### src/rtl/hc374_bus_reader_if.sv
// Bus-reader bundle: scan request, device strobes/enables, shared bus and byte handshake.
// The reader drives the master side; the devices and the downstream consumer sit on the slave side.
interface hc374_bus_reader_if #(
  parameter int N_DEV = 4
);
  logic             start;
  logic             cap;
  logic [N_DEV-1:0] one;
  logic [7:0]       bus;
  logic [7:0]       dout;
  logic [2:0]       dsel;
  logic             dvalid;
  logic             dready;
  logic             busy;
  logic             ovr;

  modport master (
    input  start, bus, dready,
    output cap, one, dout, dsel, dvalid, busy, ovr
  );

  modport slave (
    output start, bus, dready,
    input  cap, one, dout, dsel, dvalid, busy, ovr
  );
endinterface

### src/rtl/hc374_bus_reader.sv
// Scan controller for octal tri-state latches sharing one 8-bit bus: capture strobe,
// one-at-a-time output enable with settle time, byte delivery over valid/ready.
module hc374_bus_reader #(
  parameter int N_DEV  = 4,
  parameter int SETTLE = 2,
  parameter int TURN   = 1
) (
  input logic                clk,
  input logic                rst,
  hc374_bus_reader_if.master rdr
);

  typedef enum logic [2:0] {
    ST_IDLE    = 3'd0,
    ST_CAPTURE = 3'd1,
    ST_WAIT    = 3'd2,
    ST_ENABLE  = 3'd3,
    ST_VALID   = 3'd4,
    ST_GAP     = 3'd5
  } state_t;

  localparam logic [N_DEV-1:0] ALL_OFF     = {N_DEV{1'b1}};
  localparam logic [3:0]       SETTLE_LOAD = 4'(SETTLE - 1);
  localparam logic [3:0]       TURN_LOAD   = (TURN > 0) ? 4'(TURN - 1) : 4'd0;
  localparam logic [2:0]       LAST_IDX    = 3'(N_DEV - 1);

  state_t           state_r;
  logic [2:0]       idx_r;
  logic [3:0]       cnt_r;
  logic             cap_r;
  logic [N_DEV-1:0] one_r;
  logic [7:0]       dout_r;
  logic [2:0]       dsel_r;
  logic             dvalid_r;
  logic             busy_r;
  logic             ovr_r;

  // Active-low enable pattern with only the selected device driving the bus.
  function automatic logic [N_DEV-1:0] enable_mask(input logic [2:0] dev);
    logic [N_DEV-1:0] mask;
    mask = ALL_OFF;
    for (int k = 0; k < N_DEV; k++) begin
      if (3'(k) == dev) mask[k] = 1'b0;
    end
    return mask;
  endfunction

  // Scan sequencer; the async reset also releases the bus at once through one_r.
  always_ff @(posedge clk or posedge rst) begin
    if (rst) begin
      state_r  <= ST_IDLE;
      idx_r    <= 3'd0;
      cnt_r    <= 4'd0;
      cap_r    <= 1'b0;
      one_r    <= ALL_OFF;
      dout_r   <= 8'h00;
      dsel_r   <= 3'd0;
      dvalid_r <= 1'b0;
      busy_r   <= 1'b0;
      ovr_r    <= 1'b0;
    end else begin
      if (rdr.start && busy_r) ovr_r <= 1'b1;

      case (state_r)
        ST_IDLE: begin
          one_r <= ALL_OFF;
          if (rdr.start) begin
            state_r <= ST_CAPTURE;
            busy_r  <= 1'b1;
            cap_r   <= 1'b1;
            idx_r   <= 3'd0;
          end
        end
        ST_CAPTURE: begin
          cap_r   <= 1'b0;
          state_r <= ST_WAIT;
        end
        ST_WAIT: begin
          state_r <= ST_ENABLE;
          one_r   <= enable_mask(idx_r);
          cnt_r   <= SETTLE_LOAD;
        end
        ST_ENABLE: begin
          // BUS is looked at only on this edge, so idle/undriven values never reach DOUT.
          if (cnt_r == 4'd0) begin
            dout_r   <= rdr.bus;
            dsel_r   <= idx_r;
            dvalid_r <= 1'b1;
            one_r    <= ALL_OFF;
            state_r  <= ST_VALID;
          end else begin
            cnt_r <= cnt_r - 4'd1;
          end
        end
        ST_VALID: begin
          if (rdr.dready) begin
            dvalid_r <= 1'b0;
            if (idx_r == LAST_IDX) begin
              state_r <= ST_IDLE;
              busy_r  <= 1'b0;
            end else if (TURN > 0) begin
              idx_r   <= idx_r + 3'd1;
              cnt_r   <= TURN_LOAD;
              state_r <= ST_GAP;
            end else begin
              idx_r   <= idx_r + 3'd1;
              one_r   <= enable_mask(idx_r + 3'd1);
              cnt_r   <= SETTLE_LOAD;
              state_r <= ST_ENABLE;
            end
          end
        end
        ST_GAP: begin
          if (cnt_r == 4'd0) begin
            one_r   <= enable_mask(idx_r);
            cnt_r   <= SETTLE_LOAD;
            state_r <= ST_ENABLE;
          end else begin
            cnt_r <= cnt_r - 4'd1;
          end
        end
        default: begin
          state_r  <= ST_IDLE;
          cap_r    <= 1'b0;
          one_r    <= ALL_OFF;
          dvalid_r <= 1'b0;
          busy_r   <= 1'b0;
        end
      endcase
    end
  end

  assign rdr.cap    = cap_r;
  assign rdr.one    = one_r;
  assign rdr.dout   = dout_r;
  assign rdr.dsel   = dsel_r;
  assign rdr.dvalid = dvalid_r;
  assign rdr.busy   = busy_r;
  assign rdr.ovr    = ovr_r;

endmodule

### src/flat_wrapper.sv
// flat-port wrapper written by rule: the top's interface ports become plain ports
module hc374_bus_reader_flat 
#(
  parameter int N_DEV  = 4,
  parameter int SETTLE = 2,
  parameter int TURN   = 1
)
  (clk, rst, rdr_start, rdr_bus, rdr_dready, rdr_cap, rdr_one, rdr_dout, rdr_dsel, rdr_dvalid, rdr_busy, rdr_ovr);
  hc374_bus_reader_if #(.N_DEV(N_DEV)) rdr_i ();
  input logic clk;
  input logic rst;
  input wire logic [$bits(rdr_i.start)-1:0] rdr_start;
  input wire logic [$bits(rdr_i.bus)-1:0] rdr_bus;
  input wire logic [$bits(rdr_i.dready)-1:0] rdr_dready;
  output wire logic [$bits(rdr_i.cap)-1:0] rdr_cap;
  output wire logic [$bits(rdr_i.one)-1:0] rdr_one;
  output wire logic [$bits(rdr_i.dout)-1:0] rdr_dout;
  output wire logic [$bits(rdr_i.dsel)-1:0] rdr_dsel;
  output wire logic [$bits(rdr_i.dvalid)-1:0] rdr_dvalid;
  output wire logic [$bits(rdr_i.busy)-1:0] rdr_busy;
  output wire logic [$bits(rdr_i.ovr)-1:0] rdr_ovr;
  assign rdr_i.start = rdr_start;
  assign rdr_i.bus = rdr_bus;
  assign rdr_i.dready = rdr_dready;
  assign rdr_cap = rdr_i.cap;
  assign rdr_one = rdr_i.one;
  assign rdr_dout = rdr_i.dout;
  assign rdr_dsel = rdr_i.dsel;
  assign rdr_dvalid = rdr_i.dvalid;
  assign rdr_busy = rdr_i.busy;
  assign rdr_ovr = rdr_i.ovr;
  hc374_bus_reader #(.N_DEV(N_DEV), .SETTLE(SETTLE), .TURN(TURN)) u_core (.clk(clk), .rst(rst), .rdr(rdr_i));
endmodule
### config.mk
export PLATFORM = sky130hd
export DESIGN_NAME = hc374_bus_reader_flat
export DESIGN_NICKNAME = d
export VERILOG_FILES = /design/src/rtl/hc374_bus_reader_if.sv /design/src/rtl/hc374_bus_reader.sv /design/src/flat_wrapper.sv
export SDC_FILE = /design/constraint.sdc
export NUM_CORES = 1
export LEC_CHECK = 0
export ABC_CLOCK_PERIOD_IN_PS = 1850
export BUFFER_PORTS_ARGS = -buffer_cell sky130_fd_sc_hd__buf_2
export CAP_MARGIN = 30
export CORE_MARGIN = 2
export CORE_UTILIZATION = 25
export DETAILED_ROUTE_END_ITERATION = 6
export MAX_ROUTING_LAYER = met4
export SLEW_MARGIN = 20
export SYNTH_ARGS = -nofsm -noshare
export SYNTH_HDL_FRONTEND = slang
export SYNTH_SLANG_ARGS = --single-unit
### constraint.sdc
create_clock -name clk -period 1.85 [get_ports clk]
set_input_delay 0.185 -clock clk [delete_from_list [all_inputs] [get_ports clk]]
set_output_delay 0.185 -clock clk [all_outputs]
set_load 0.1 [all_outputs]
## Yosys cells after proc, flatten, opt, wreduce, memory -nomap -nowiden

Index checks and enable logic that the tools add are counted.
Widths: inputs -> output; s select.

| storage, ports and cells | value |
|---|---|
| bits in registers | 29 |
| output and inout bits | 19 |

| operators by class | value |
|---|---|
| add/subtract/negate cells | 2 |
| equality and inequality tests | 16 |
| multiplexer cells | 30 |
| bitwise logic cells | 4 |
| reduce and logical (&&, ||, !) cells | 18 |

Operator list:

| operator | number |
|---|---|
| $pmux 4 s4 | 2 |
| $mux 3 | 8 |
| $mux 4 | 6 |
| $pmux 3 s6 | 1 |
| $reduce_and 4->1 | 4 |
| $reduce_or 4->1 | 3 |
| $eq 3x2->1 const B | 3 |
| $mux 1 | 9 |
| $ne 2x2->1 const B | 4 |
| $eq 2x3->1 const A | 2 |
| $eq 3x3->1 const B | 2 |
| $logic_not 3->1 | 2 |
| $ne 2x1->1 const B | 3 |
| $pmux 1 s3 | 2 |
| $pmux 3 s2 | 1 |
| $reduce_and 3->1 | 2 |
| $logic_not 4->1 | 1 |
| $not 1->1 | 4 |
| $reduce_and 2->1 | 2 |
| $reduce_bool 4->1 | 1 |
| $sub 4x1->4 const B | 1 |
| $add 3x1->3 const B | 1 |
| $eq 1x3->1 const A | 1 |
| $eq 3x1->1 const B | 1 |
| other kinds (4) | 4 |

## Depth between registers and ports, before layout

| logic depth | value |
|---|---|
| word-level depth | 4 |
| mapped depth | 8 |
| mapped depth without buffers | 6 |

## Worst setup path before layout

OpenSTA, ideal clock, no wires.

| timing path | value |
|---|---|
| kind | reg2reg |
| start | register u_core.cnt_r[0] |
| end | register u_core.one_r[3], in the netlist u_core.rdr.one[3] |
| library setup time | 0.098 ns |
| arrival time | 1.494 ns |
| data required time | 1.752 ns |
| setup slack | 0.258 ns |
| cell stages (with the launch flop) | 7 |
| cell sequence | dfrtp_1 inv_1 ha_1 or3b_4 nor2_2 a2111oi_0 a221oi_1 |

| between the ends | value |
|---|---|
| word-level cells in the longest chain between the ends | 3 |
| elaborated cells between the ends (all ways) | 4 |
| those cells by class | eq/ne (2); reduce/logical (2) |

RTL lines:

| item | line | source |
|---|---|---|
| start, declared | hc374_bus_reader.sv:29 | `logic [3:0] cnt_r;` |
| start signal, assigned | hc374_bus_reader.sv:92 | `cnt_r <= cnt_r - 4'd1;` |
| start signal, assigned | hc374_bus_reader.sv:119 | `cnt_r <= cnt_r - 4'd1;` |
| $logic_not 4->1 * | hc374_bus_reader.sv:85, hc374_bus_reader.sv:114 |  |
| $ne 2x1->1 (no line) | - |  |
| $reduce_and 3->1 (no line) * | - |  |
| end signal, assigned | hc374_bus_reader.sv:80 | `one_r <= enable_mask(idx_r);` |
| end signal, assigned | hc374_bus_reader.sv:107 | `one_r <= enable_mask(idx_r + 3'd1);` |
| end signal, assigned | hc374_bus_reader.sv:115 | `one_r <= enable_mask(idx_r);` |
| end, declared | hc374_bus_reader.sv:31 | `logic [N_DEV-1:0] one_r;` |

Every way passes the cells marked *; elsewhere a longest branch is shown, timed or not.
A chain may end at the register's enable or synchronous reset.

## Worst setup path after layout

Ends and elaborated chain as after synthesis.

==> flow_metrics.tcl <==
set metrics [dict create \
    status "completed" \
    whs_path_depth 3 \
    r2r_slack_ns 0.14 \
    rsz0062_at_grt "no" \
    reg2reg_to "u_core.rdr.one[3]" \
    final_nets 218 \
    r2r-start "u_core.cnt_r[0]" \
    via_count 1209 \
    synth_seq_area_share 0.4908 \
    ctsHoldBuffers 1 \
    netlist_instances 159 \
    routed_wl_um 3213 \
    cts_num_sinks 29 \
    wl_per_cell_um 11.68 \
    ys_ff_latch 29 \
    cts_resized 0 \
    die_w_um 81.18 \
    portBuffers 30 \
    grt_max_degree 30 \
    grt_overflow 0 \
    crit_path_top_delay_cell "or3b_4" \
    synth-async-reset-ratio 1.000 \
    hold_class "in -> reg" \
    area_delta_synth_final_pct 25.46 \
    worst_ep_required_time_ns 2.02 \
    fin_crit_ns 1.713 \
    fin_crit_sh 0.9258 \
    slew_headroom 0.6447 \
    max_stage_delay_ns 0.43 \
    critPathTopFamily "simple AND/OR/NAND/NOR gates" \
    syn_nets 178 \
    ant_nets 0 \
    synth_edf_count 0 \
    slew_violations 0 \
    finalSetupViolations 0 \
    clock_latency_ns 0.27 \
    worstPathCellList "inv_1 > ha_1 > or3b_4 > nor2_2 > a2111oi_0 > a221oi_1" \
    clock_path_buffers 2 \
    drive_above_1_share 0.2800 \
    path_depth 6 \
    stdcell_area_um2 1868 \
    fp.dieH_um 81.18 \
    cp_num_buf_inv 1 \
    ys_types 38 \
    antennaDiodeCount 0 \
    core_area_um2 5851 \
    dp_cells 266 \
    place_congestion 0.8246 \
    io_pins 31 \
    antenna_found_initial 0 \
    grt_first_pass_wirelength_um 5637 \
    cts_buffers 5 \
    yosysWarningCount 0 \
    cts-root-buf "clkbuf_8" \
    dpl-instance-area_um2 1757 \
    initial_core_util 0.2545 \
    critical_path_class "reg -> reg" \
    finalHoldViolCount 0 \
    whs_endpoint "u_core.rdr.dout[0]" \
    grt.total_usage 0.1123 \
    cts_setup_buffers 0 \
    max_freq_mhz 583.9 \
    worstPathArrival_ns 1.89 \
    clk_pin_slew_ns 0.06 \
    crit_fanout 5 \
    syn-cell-area_um2 1489 \
    drt-pass1-iter-count 4 \
    grt_pass1_vias 1221 \
    stdcell_count 275 \
    r2r_cells 6 \
    htreeDepth 2 \
    first_iter_violations 73 \
    place_hpwl_um 2393 \
    remaining_drc_errors 0 \
    finalClockSkew_ns 0.007158 \
    cp-start-kind "flip-flop" \
    num_rows 28 \
    worstMarginPinSlew_ns 0.5330 \
    ys.flop_type "dfrtp_1" \
    dieArea_um2 6589 \
    syn_avg_cell_area_um2 9.364 \
    tns_ns 0 \
    cts_tree "yes" \
    worstSetupEndpointType "flip-flop" \
    maxCapViolCount 0 \
    viasPerCell 4.396 \
    min-delay-start "rdr_bus[0]" \
]
==> placed cells by master (no fill, tap or decap), types with 4 or more instances in the layout <==
cell      synthesis  final
nand2_1          34     34
buf_2             5     30
dfrtp_1          25     25
o21ai_0          14     14
nor2_1           12     12
inv_1            10     10
buf_4             1      9
ha_1              7      7
clkbuf_8          0      7
a21oi_1           4      4
nor3_1            4      4
dfstp_2           4      4
==> cells by family (layout without fill, tap and decap cells) <==
family	count (synthesis)	in the layout	share of synthesized area
buffers and inverters	17	58	0.05462
xor gates and xnor gates	1	1	0.005883
DFF	29	29	0.4908
and+or+nand+nor	66	66	0.2042
muxes	3	3	0.02185
AOI/OAI and AO/OA	36	36	0.1639
adders and majority gates	7	7	0.05882
==> cell type report <==
cell class	instances	area (um2)
sequential	29	730.7
multi-input combinational	113	676.9
inverter	10	37.54
clock inverter	1	5.005
clock buffer	7	96.34
fill	613	3983
tap	75	93.84
timing repair buffer	40	227.7
==> worst max path at each step <==
| stage | start | end | slack [ns] |
|---|---|---|---|
| after CTS | u_core.cnt_r[0] | u_core.rdr.one[3] | 0.13 |
| after global placement | u_core.cnt_r[0] | u_core.rdr.one[3] | 0.18 |
| after floorplan | u_core.cnt_r[0] | u_core.rdr.one[3] | 0.26 |
| final | u_core.cnt_r[0] | u_core.rdr.one[3] | 0.14 |
| after global routing | u_core.idx_r[1] | u_core.cnt_r[2] | 0.04 |
| after detailed placement | u_core.cnt_r[0] | u_core.rdr.one[3] | 0.14 |
==> cells in the mapped netlist, drive strengths merged (2+ instances only) <==
cell,number,share of area
o31ai,3,0.015
a21oi,4,0.013
nand2,34,0.086
o22ai,3,0.013
o21ai,14,0.047
nand2b,3,0.013
inv,10,0.025
a31oi,3,0.013
nor2,13,0.034
nor3,4,0.013
nand3,2,0.0067
mux2,2,0.015
nand4,2,0.0084
nand3b,2,0.010
ha,7,0.059
dfstp,4,0.071
dfrtp,25,0.42
buf,7,0.029
==> registers in the layout (all words and copies together) (netlist names) <==
| register | flops |
|---|---|
| u_core.rdr.ovr | 1 |
| u_core.rdr.busy | 1 |
| u_core.rdr.one | 4 |
| u_core.rdr.dvalid | 1 |
| u_core.rdr.dsel | 3 |
| u_core.state_r | 3 |
| u_core.cnt_r | 4 |
| u_core.idx_r | 3 |
| u_core.rdr.dout | 8 |
| u_core.rdr.cap | 1 |
==> worst register-to-register path, cell delays in order, from the launching register on <==
cell and delay, ns:
dfrtp_1 0.41, inv_1 0.10, ha_1 0.20, or3b_4 0.43
nor2_2 0.14, a2111oi_0 0.11, a221oi_1 0.23
==> stage by stage <==
stage	hold slack [ns]	utilization	worst slack, ns
floorplan	0.2601	-	0.2576
global placement	0.2794	0.3003	0.1833
detailed placement	0.2786	0.3003	0.1426
CTS	0.09289	0.3193	0.1320
global route	0.1056	0.3193	0.03654
finish	0.09667	0.3193	0.1373
==> per-layer routing <==
| metal | GRT usage | share of wire | up-vias | wire length [um] |
|---|---|---|---|---|
| met4 | 0.02034 | 0 | 0 | 0 |
| li1 | - | - | 624 | - |
| met2 | 0.1702 | 0.45 | 25 | 1448 |
| met1 | 0.1525 | 0.50 | 560 | 1616 |
| met3 | 0.03000 | 0.046 | 0 | 148 |
| met5 | - | 0 | - | 0 |
Power is not shown: default switching activity piles up to over one toggle a cycle in this logic, so the estimate is an artifact.
